**src/rtl/serial_adder.sv**
```systemverilog
// Bit-serial, LSB-first adder: two half adders plus a carry flip-flop process one
// operand bit per clock. Parallel load, parallel result, start/busy/done handshake.
// Optional signed-overflow output enabled by defining SERIAL_ADDER_OVF_EN.

module half_adder (
  input  logic a,
  input  logic b,
  output logic sum,
  output logic carry
);
  assign sum   = a ^ b;
  assign carry = a & b;
endmodule

module serial_adder #(
  parameter int unsigned WIDTH = 8
) (
  input  logic             clk,
  input  logic             rst_n,
  input  logic             start,
  input  logic [WIDTH-1:0] in_a,
  input  logic [WIDTH-1:0] in_b,
  output logic             busy,
  output logic             done,
  output logic [WIDTH-1:0] sum,
  output logic             carry
`ifdef SERIAL_ADDER_OVF_EN
  ,
  output logic             ovf
`endif
);

  localparam int unsigned    CW   = $clog2(WIDTH + 1);
  localparam logic [CW-1:0] LAST = CW'(WIDTH - 1);

  typedef enum logic [1:0] {IDLE, RUN, DONE} state_t;

  state_t           state, state_nxt;
  logic [WIDTH-1:0] a_sh, b_sh, r_sh, r_nxt;
  logic [CW-1:0]    cnt;
  logic             c_q, c_nxt;
  logic             ha0_sum, ha0_carry, ha1_sum, ha1_carry;
  logic             last;

  half_adder ha0 (.a(a_sh[0]), .b(b_sh[0]), .sum(ha0_sum), .carry(ha0_carry));
  half_adder ha1 (.a(ha0_sum), .b(c_q),     .sum(ha1_sum), .carry(ha1_carry));

  assign last = (state == RUN) && (cnt == LAST);
  assign busy = (state == RUN);
  assign done = (state == DONE);

  // Full-adder combine and result shift; MSB insert written this way so WIDTH=1 works
  always_comb begin
    c_nxt            = ha0_carry | ha1_carry;
    r_nxt            = r_sh >> 1;
    r_nxt[WIDTH-1]   = ha1_sum;
  end

  // State register
  always_ff @(posedge clk or negedge rst_n) begin
    if (!rst_n) state <= IDLE;
    else        state <= state_nxt;
  end

  // Next-state logic: start only honoured in IDLE, DONE always returns to IDLE
  always_comb begin
    state_nxt = state;
    case (state)
      IDLE:    if (start) state_nxt = RUN;
      RUN:     if (last)  state_nxt = DONE;
      DONE:    state_nxt = IDLE;
      default: state_nxt = IDLE;
    endcase
  end

  // Datapath: operand capture, per-bit shifting, result latch on the final RUN edge
  always_ff @(posedge clk or negedge rst_n) begin
    if (!rst_n) begin
      a_sh  <= '0;
      b_sh  <= '0;
      r_sh  <= '0;
      c_q   <= 1'b0;
      cnt   <= '0;
      sum   <= '0;
      carry <= 1'b0;
`ifdef SERIAL_ADDER_OVF_EN
      ovf   <= 1'b0;
`endif
    end else begin
      case (state)
        IDLE: begin
          if (start) begin
            a_sh <= in_a;
            b_sh <= in_b;
            r_sh <= '0;
            c_q  <= 1'b0;
            cnt  <= '0;
          end
        end
        RUN: begin
          a_sh <= a_sh >> 1;
          b_sh <= b_sh >> 1;
          r_sh <= r_nxt;
          c_q  <= c_nxt;
          cnt  <= cnt + CW'(1);
          if (last) begin
            sum   <= r_nxt;
            carry <= c_nxt;
`ifdef SERIAL_ADDER_OVF_EN
            // c_q here is still the carry into the MSB
            ovf   <= c_q ^ c_nxt;
`endif
          end
        end
        default: ;
      endcase
    end
  end

endmodule

```
**config.mk**
```make
export PLATFORM = sky130hd
export DESIGN_NAME = serial_adder
export DESIGN_NICKNAME = d
export VERILOG_FILES = /design/src/rtl/serial_adder.sv
export SDC_FILE = /design/constraint.sdc
export NUM_CORES = 1
export LEC_CHECK = 0
export CORE_UTILIZATION = 43
export DETAILED_ROUTE_END_ITERATION = 10
export PLACE_DENSITY = 0.67
export SLEW_MARGIN = 20
export SYNTH_ARGS = -nofsm -noshare
export SYNTH_HDL_FRONTEND = slang
export SYNTH_SLANG_ARGS = --single-unit
```
**constraint.sdc**
```tcl
create_clock -name clk -period 1.91 [get_ports clk]
set_clock_uncertainty 0.05 [all_clocks]
set_input_delay 0.191 -clock clk [delete_from_list [all_inputs] [get_ports clk]]
set_output_delay 0.191 -clock clk [all_outputs]
set_load 0.1 [all_outputs]
```
==> impl_metrics.yaml, run 1 <==
sta:
  rsz0062_at_grt: "no"
  worst_slack_ns: 0.257
  tightest_slew_ns: 0.479
  holdWs_ns: 0.424
  timing.slew.headroom_pct: 68.0
  max_freq_mhz: 605
  period_needed_ns: 1.65
  slew_violations: 0
  setup_tns_ns: 0
  final-setup-viol-count: 0
  hold_viol: 0
  timing.final.crit_share_pct: 86.5
detailed_routing:
  num_vias: 1296
  wirelength_um: 3600
  postRouteAntennaNets: 0
  firstDrtPassIters: 4
  avgViaCountPerCell: 5.51
  post_drt_wl_per_cell_um: 15.3
  drt_iter0_drc: 68
  drc: 0
clock_tree:
  clockBufferDepth: 2
  clock_latency_ns: 0.29
  cts_root_buffer: "clkbuf_8"
  cts_made_buffers: 5
  cts_htree_levels: 2
  clk_pin_slew_worst_paths_ns: 0.07
  cts_resized: 0
  cts_sinks: 39
  cts_tree: "done"
  postCtsSetupRepairBufs: 0
job:
  maxCapViolCount: 0
global_route:
  grt_overflow: 0
  grt_pass1_vias: 1276
  grt_max_degree: 40
  grt_pass1_wl_um: 6090
  antenna_found_initial: 0
  grtUsageTotal_pct: 19.1
setup_path:
  crit_chain: "ha_1 -> nand2_1 -> nor3_4 -> mux2_2"
  slowest_stage: "dfrtp_1"
  critPathKind: "reg -> reg"
  cp_num_buf_inv: 0
  cp_max_fo: 10
  setup.worst_path.start_class: "flip-flop"
  crit_arrival_ns: 1.77
  end_kind: "flip-flop"
  cp_top_family: "simple AND/OR/NAND/NOR gates"
  cpPeakStageDelay_ns: 0.40
  worstPathRequired_ns: 2.03
logic_synthesis:
  yosysSeqAreaShare_pct: 56.7
  yosysTopAreaCell: "dfrtp_1"
  yosys_warnings: 0
  ys_seq_elements: 39
  netlist_instances: 151
  synth_top_area_share_pct: 56.7
  yosysUniqueCellTypes: 22
  synth_ff_type: "dfrtp_1"
  async_flop_share_pct: 100
  netlist_top_cells_area: "dfrtp_1 57%, mux2_2 6.5%, a22oi_1 5.7%"
  synth_edf_count: 0
  avgSynthCellArea_sq_um: 11.4
  synth_most_common_cell: "dfrtp_1"
  syn_area_sq_um: 1720
  synth_common_cells: "39 x dfrtp_1, 17 x a21oi_1, 17 x o21ai_0, 15 x nor2b_1, 13 x a22oi_1"
  synthesis.nets: 172
placed_design:
  dp.final_hpwl_um: 2420
  gp_congestion: 0.729
  dpl-instance-area_sq_um: 2090
  place_ws_ns: 0.239
  port_buffers: 29
  dp.cells: 227
final_layout:
  fin_util_pct: 58.4
  instances_no_fill: 235
  finalInstanceArea_sq_um: 2180
  diodes: 0
  drive_above_1_share_pct: 21.4
  syn_to_final_growth_pct: 26.9
  fillers: 333
  nNetsFinal: 208
min_path:
  hold_class: "in -> async"
power:
  power_mw: 3.84
  power_per_cell_area_nw_per_um2: 1760
  leakage_nw: 0.979
  ir_worst_vdd_v: 0.00104
floorplan:
  die_area_sq_um: 4260
  num_rows: 22
  core-area_sq_um: 3740
  dieHeight_um: 65.3
  pin_count: 30
  dieWidth_um: 65.3
  initial_utilization_pct: 46.0
status:
  status: "completed"
-- final timing paths --
check / start / endpoint / slack (ns) / cells past startpoint
worst max-delay path: cnt[0]$_DFFE_PN0P_ / sum[0]$_DFFE_PN0P_ / 0.26 / 4
worst min-delay path: rst_n / a_sh[5]$_DFFE_PN0P_ / 0.42 / 3
worst max register to register: cnt[0]$_DFFE_PN0P_ / sum[0]$_DFFE_PN0P_ / 0.26 / 4
worst min register to register: r_sh[1]$_DFFE_PN0P_ / r_sh[1]$_DFFE_PN0P_ / 0.45 / 1
max in group asynchronous: rst_n / sum[1]$_DFFE_PN0P_ / 1.05 / 3
min in group clk: r_sh[1]$_DFFE_PN0P_ / r_sh[1]$_DFFE_PN0P_ / 0.45 / 1
-- flip-flops by register name (all words and copies together), names as in the netlist --
signal  flops
sum         8
carry       1
a_sh        8
state       2
cnt         4
c_q         1
r_sh        7
b_sh        8
-- per-layer routing --
metal  track usage, %  vias to the layer above  share of wire, %
li1                 -                      618                 -
met1             25.0                      642                47
met2             30.4                       30                47
met3             6.25                        6               4.7
met4             4.89                        0              0.97
met5                0                        -                 0
-- worst register-to-register path, stage by stage (launching register included) --
cell     delay, ns
dfrtp_1       0.40
ha_1          0.20
nand2_1       0.11
nor3_4        0.40
mux2_2        0.39
-- layout by cell type, fill, tap and decap left out, types with 6 or more instances in the layout --
master	instances
a22oi_1	13
nand2_1	6
a21oi_1	17
nor2b_1	14
buf_4	17
o21ai_0	17
a22o_1	10
clkdlybuf4s50_1	17
dfrtp_1	39
clkbuf_8	6
mux2_2	10
-- kinds of logic (layout without fill, tap and decap cells) --
| logic type | after synthesis | count (layout) | synth area share [%] |
|---|---|---|---|
| AOI/OAI and AO/OA | 58 | 58 | 21.1 |
| and+or+nand+nor | 32 | 32 | 11.3 |
| buffers and inverters | 10 | 46 | 2.54 |
| muxes | 10 | 10 | 6.54 |
| adders and majority gates | 2 | 2 | 1.89 |
| DFF | 39 | 39 | 56.7 |
-- report_power, final --
part / switching, mW / internal [mW]
logic: 1.23 / 0.658
registers: 0.243 / 1.15
clock network: 0.271 / 0.283
-- layout make-up --
class                   instances  area, sq um  share of cell area (%)
clock buffers                   6         82.6                    3.78
clock inverters                 1         5.00                   0.229
inverters                       1         3.75                   0.172
multi-input cells             102          704                    32.2
flip-flops and latches         39          976                    44.7
well taps                      48         60.1                    2.75
repair buffers                 38          353                    16.2
-- timing repair --
| item | in CTS | in global routing |
|---|---|---|
| hold buffers | 1 | 0 |
| endpoints found under the hold margin | 39 | 0 |
| endpoints found under the setup margin | 0 | 0 |
(Power assumes the default switching activity.)
==> inputs of run 2 (changes only) <==
--- a/config.mk
+++ b/config.mk
@@ -5,6 +5,7 @@
 export SDC_FILE = /design/constraint.sdc
 export NUM_CORES = 1
 export LEC_CHECK = 0
+export CORE_MARGIN = 2
 export CORE_UTILIZATION = 43
 export DETAILED_ROUTE_END_ITERATION = 10
 export PLACE_DENSITY = 0.67
==> impl_metrics.yaml, run 2 (synthesis gave the netlist of run 1 again) <==
status:
  status: "completed"
clock_tree:
  clock_latency_ns: 0.29
  cts_htree_levels: 2
  cts_made_buffers: 5
  postCtsSetupRepairBufs: 0
  clk_pin_slew_worst_paths_ns: 0.07
  cts_sinks: 39
  cts_root_buffer: "clkbuf_8"
  cts_tree: "done"
  cts_resized: 0
  clockBufferDepth: 2
  holdBufCountCts: 1
detailed_routing:
  postRouteAntennaNets: 0
  firstDrtPassIters: 4
  drc: 0
  wirelength_um: 3670
  drt_iter0_drc: 68
  post_drt_wl_per_cell_um: 15.6
  num_vias: 1312
  avgViaCountPerCell: 5.56
power:
  ir_worst_vdd_v: 0.00120
  power_mw: 3.87
  power_per_cell_area_nw_per_um2: 1770
  leakage_nw: 0.983
sta:
  tightest_slew_ns: 0.481
  timing.slew.headroom_pct: 67.8
  final-setup-viol-count: 0
  max_freq_mhz: 602
  hold_viol: 0
  slew_violations: 0
  setup_tns_ns: 0
  rsz0062_at_grt: "no"
  timing.final.crit_share_pct: 87.0
  period_needed_ns: 1.66
final_layout:
  fillers: 332
  final_common_cell: "dfrtp_1"
  nNetsFinal: 209
  final_cell_mix: "39 x dfrtp_1, 18 x buf_4, 17 x a21oi_1, 17 x o21ai_0, 17 x clkdlybuf4s50_1"
  fin_util_pct: 58.6
  finalInstanceArea_sq_um: 2190
  instances_no_fill: 236
  diodes: 0
  drive_above_1_share_pct: 21.8
  syn_to_final_growth_pct: 27.3
  reg_top3: "a_sh x8, b_sh x8, sum x8"
setup_path:
  r2r_cells: 4
  setup.worst_path.start_class: "flip-flop"
  r2r-end: "sum[2]$_DFFE_PN0P_"
  cp_max_fo: 10
  worstPathRequired_ns: 2.03
  critPathKind: "reg -> reg"
  r2r_slack_ns: 0.25
  worstReg2RegStart: "cnt[0]$_DFFE_PN0P_"
  crit_arrival_ns: 1.78
  end_kind: "flip-flop"
floorplan:
  pin_count: 30
  num_rows: 22
  die_area_sq_um: 4530
  dieWidth_um: 67.3
  dieHeight_um: 67.3
  initial_utilization_pct: 46.0
  core-area_sq_um: 3740
min_path:
  hold_class: "in -> async"
global_route:
  grt_overflow: 0
  antenna_found_initial: 0
  grtUsageTotal_pct: 19.4
  grt_max_degree: 40
  grt_pass1_wl_um: 6600
  grt_pass1_vias: 1379
placed_design:
  port_buffers: 29
  dpl-instance-area_sq_um: 2090
  gp_congestion: 0.761
  dp.cells: 228
  dp.final_hpwl_um: 2450
job:
  maxCapViolCount: 0
run 2: cell count changes in the layout (fill, tap and decap cells not counted):
| cell | delta |
|---|---|
| buf_4 | +1 |
run 2: power breakdown:
| part | switching [mW] | leakage [nW] | internal (mW) |
|---|---|---|---|
| registers | 0.245 | 0.511 | 1.15 |
| clock network | 0.273 | 0.0470 | 0.283 |
| logic | 1.24 | 0.426 | 0.680 |
| total | 1.76 | 0.983 | 2.12 |
run 2: area by class of cell:
| type | count | area [sq um] | share of cell area (%) |
|---|---|---|---|
| inverters | 1 | 3.75 | 0.171 |
| well taps | 48 | 60.1 | 2.74 |
| clock buffers | 6 | 82.6 | 3.77 |
| repair buffers | 39 | 360 | 16.4 |
| multi-input cells | 102 | 704 | 32.1 |
| clock inverters | 1 | 5.00 | 0.228 |
| flip-flops and latches | 39 | 976 | 44.5 |
run 2: metrics by stage:
stage | hold WS [ns] | setup WS, ns
after CTS | 0.449 | 0.238
final | 0.434 | 0.249
after global placement | 0.214 | 0.334
after detailed placement | 0.225 | 0.248
after global routing | 0.471 | 0.142
after floorplan | -0.155 | 0.0130
run 2: worst max-delay path, stage by stage (launching register included):
cell and delay [ns]:
dfrtp_1 0.40, ha_1 0.20, nand2_1 0.11, nor3_4 0.40, mux2_2 0.39
run 2: worst max path at each step:
stage,startpoint,to,slack (ns),cells past startpoint
2_1_floorplan,state[1]$_DFFE_PN0P_,done,0.01,3
3_3_place_gp,cnt[0]$_DFFE_PN0P_,sum[6]$_DFFE_PN0P_,0.33,4
3_5_place_dp,cnt[0]$_DFFE_PN0P_,sum[0]$_DFFE_PN0P_,0.25,4
4_1_cts,cnt[0]$_DFFE_PN0P_,sum[0]$_DFFE_PN0P_,0.24,4
5_1_grt,cnt[0]$_DFFE_PN0P_,sum[0]$_DFFE_PN0P_,0.14,4
6_report,cnt[0]$_DFFE_PN0P_,sum[2]$_DFFE_PN0P_,0.25,4
run 2: layer usage:
metal  GRT usage (%)  part of all wire [%]
met3            7.17                   5.7
met1            25.2                    47
met5               0                     0
met2            31.1                    47
met4            4.34                  0.65
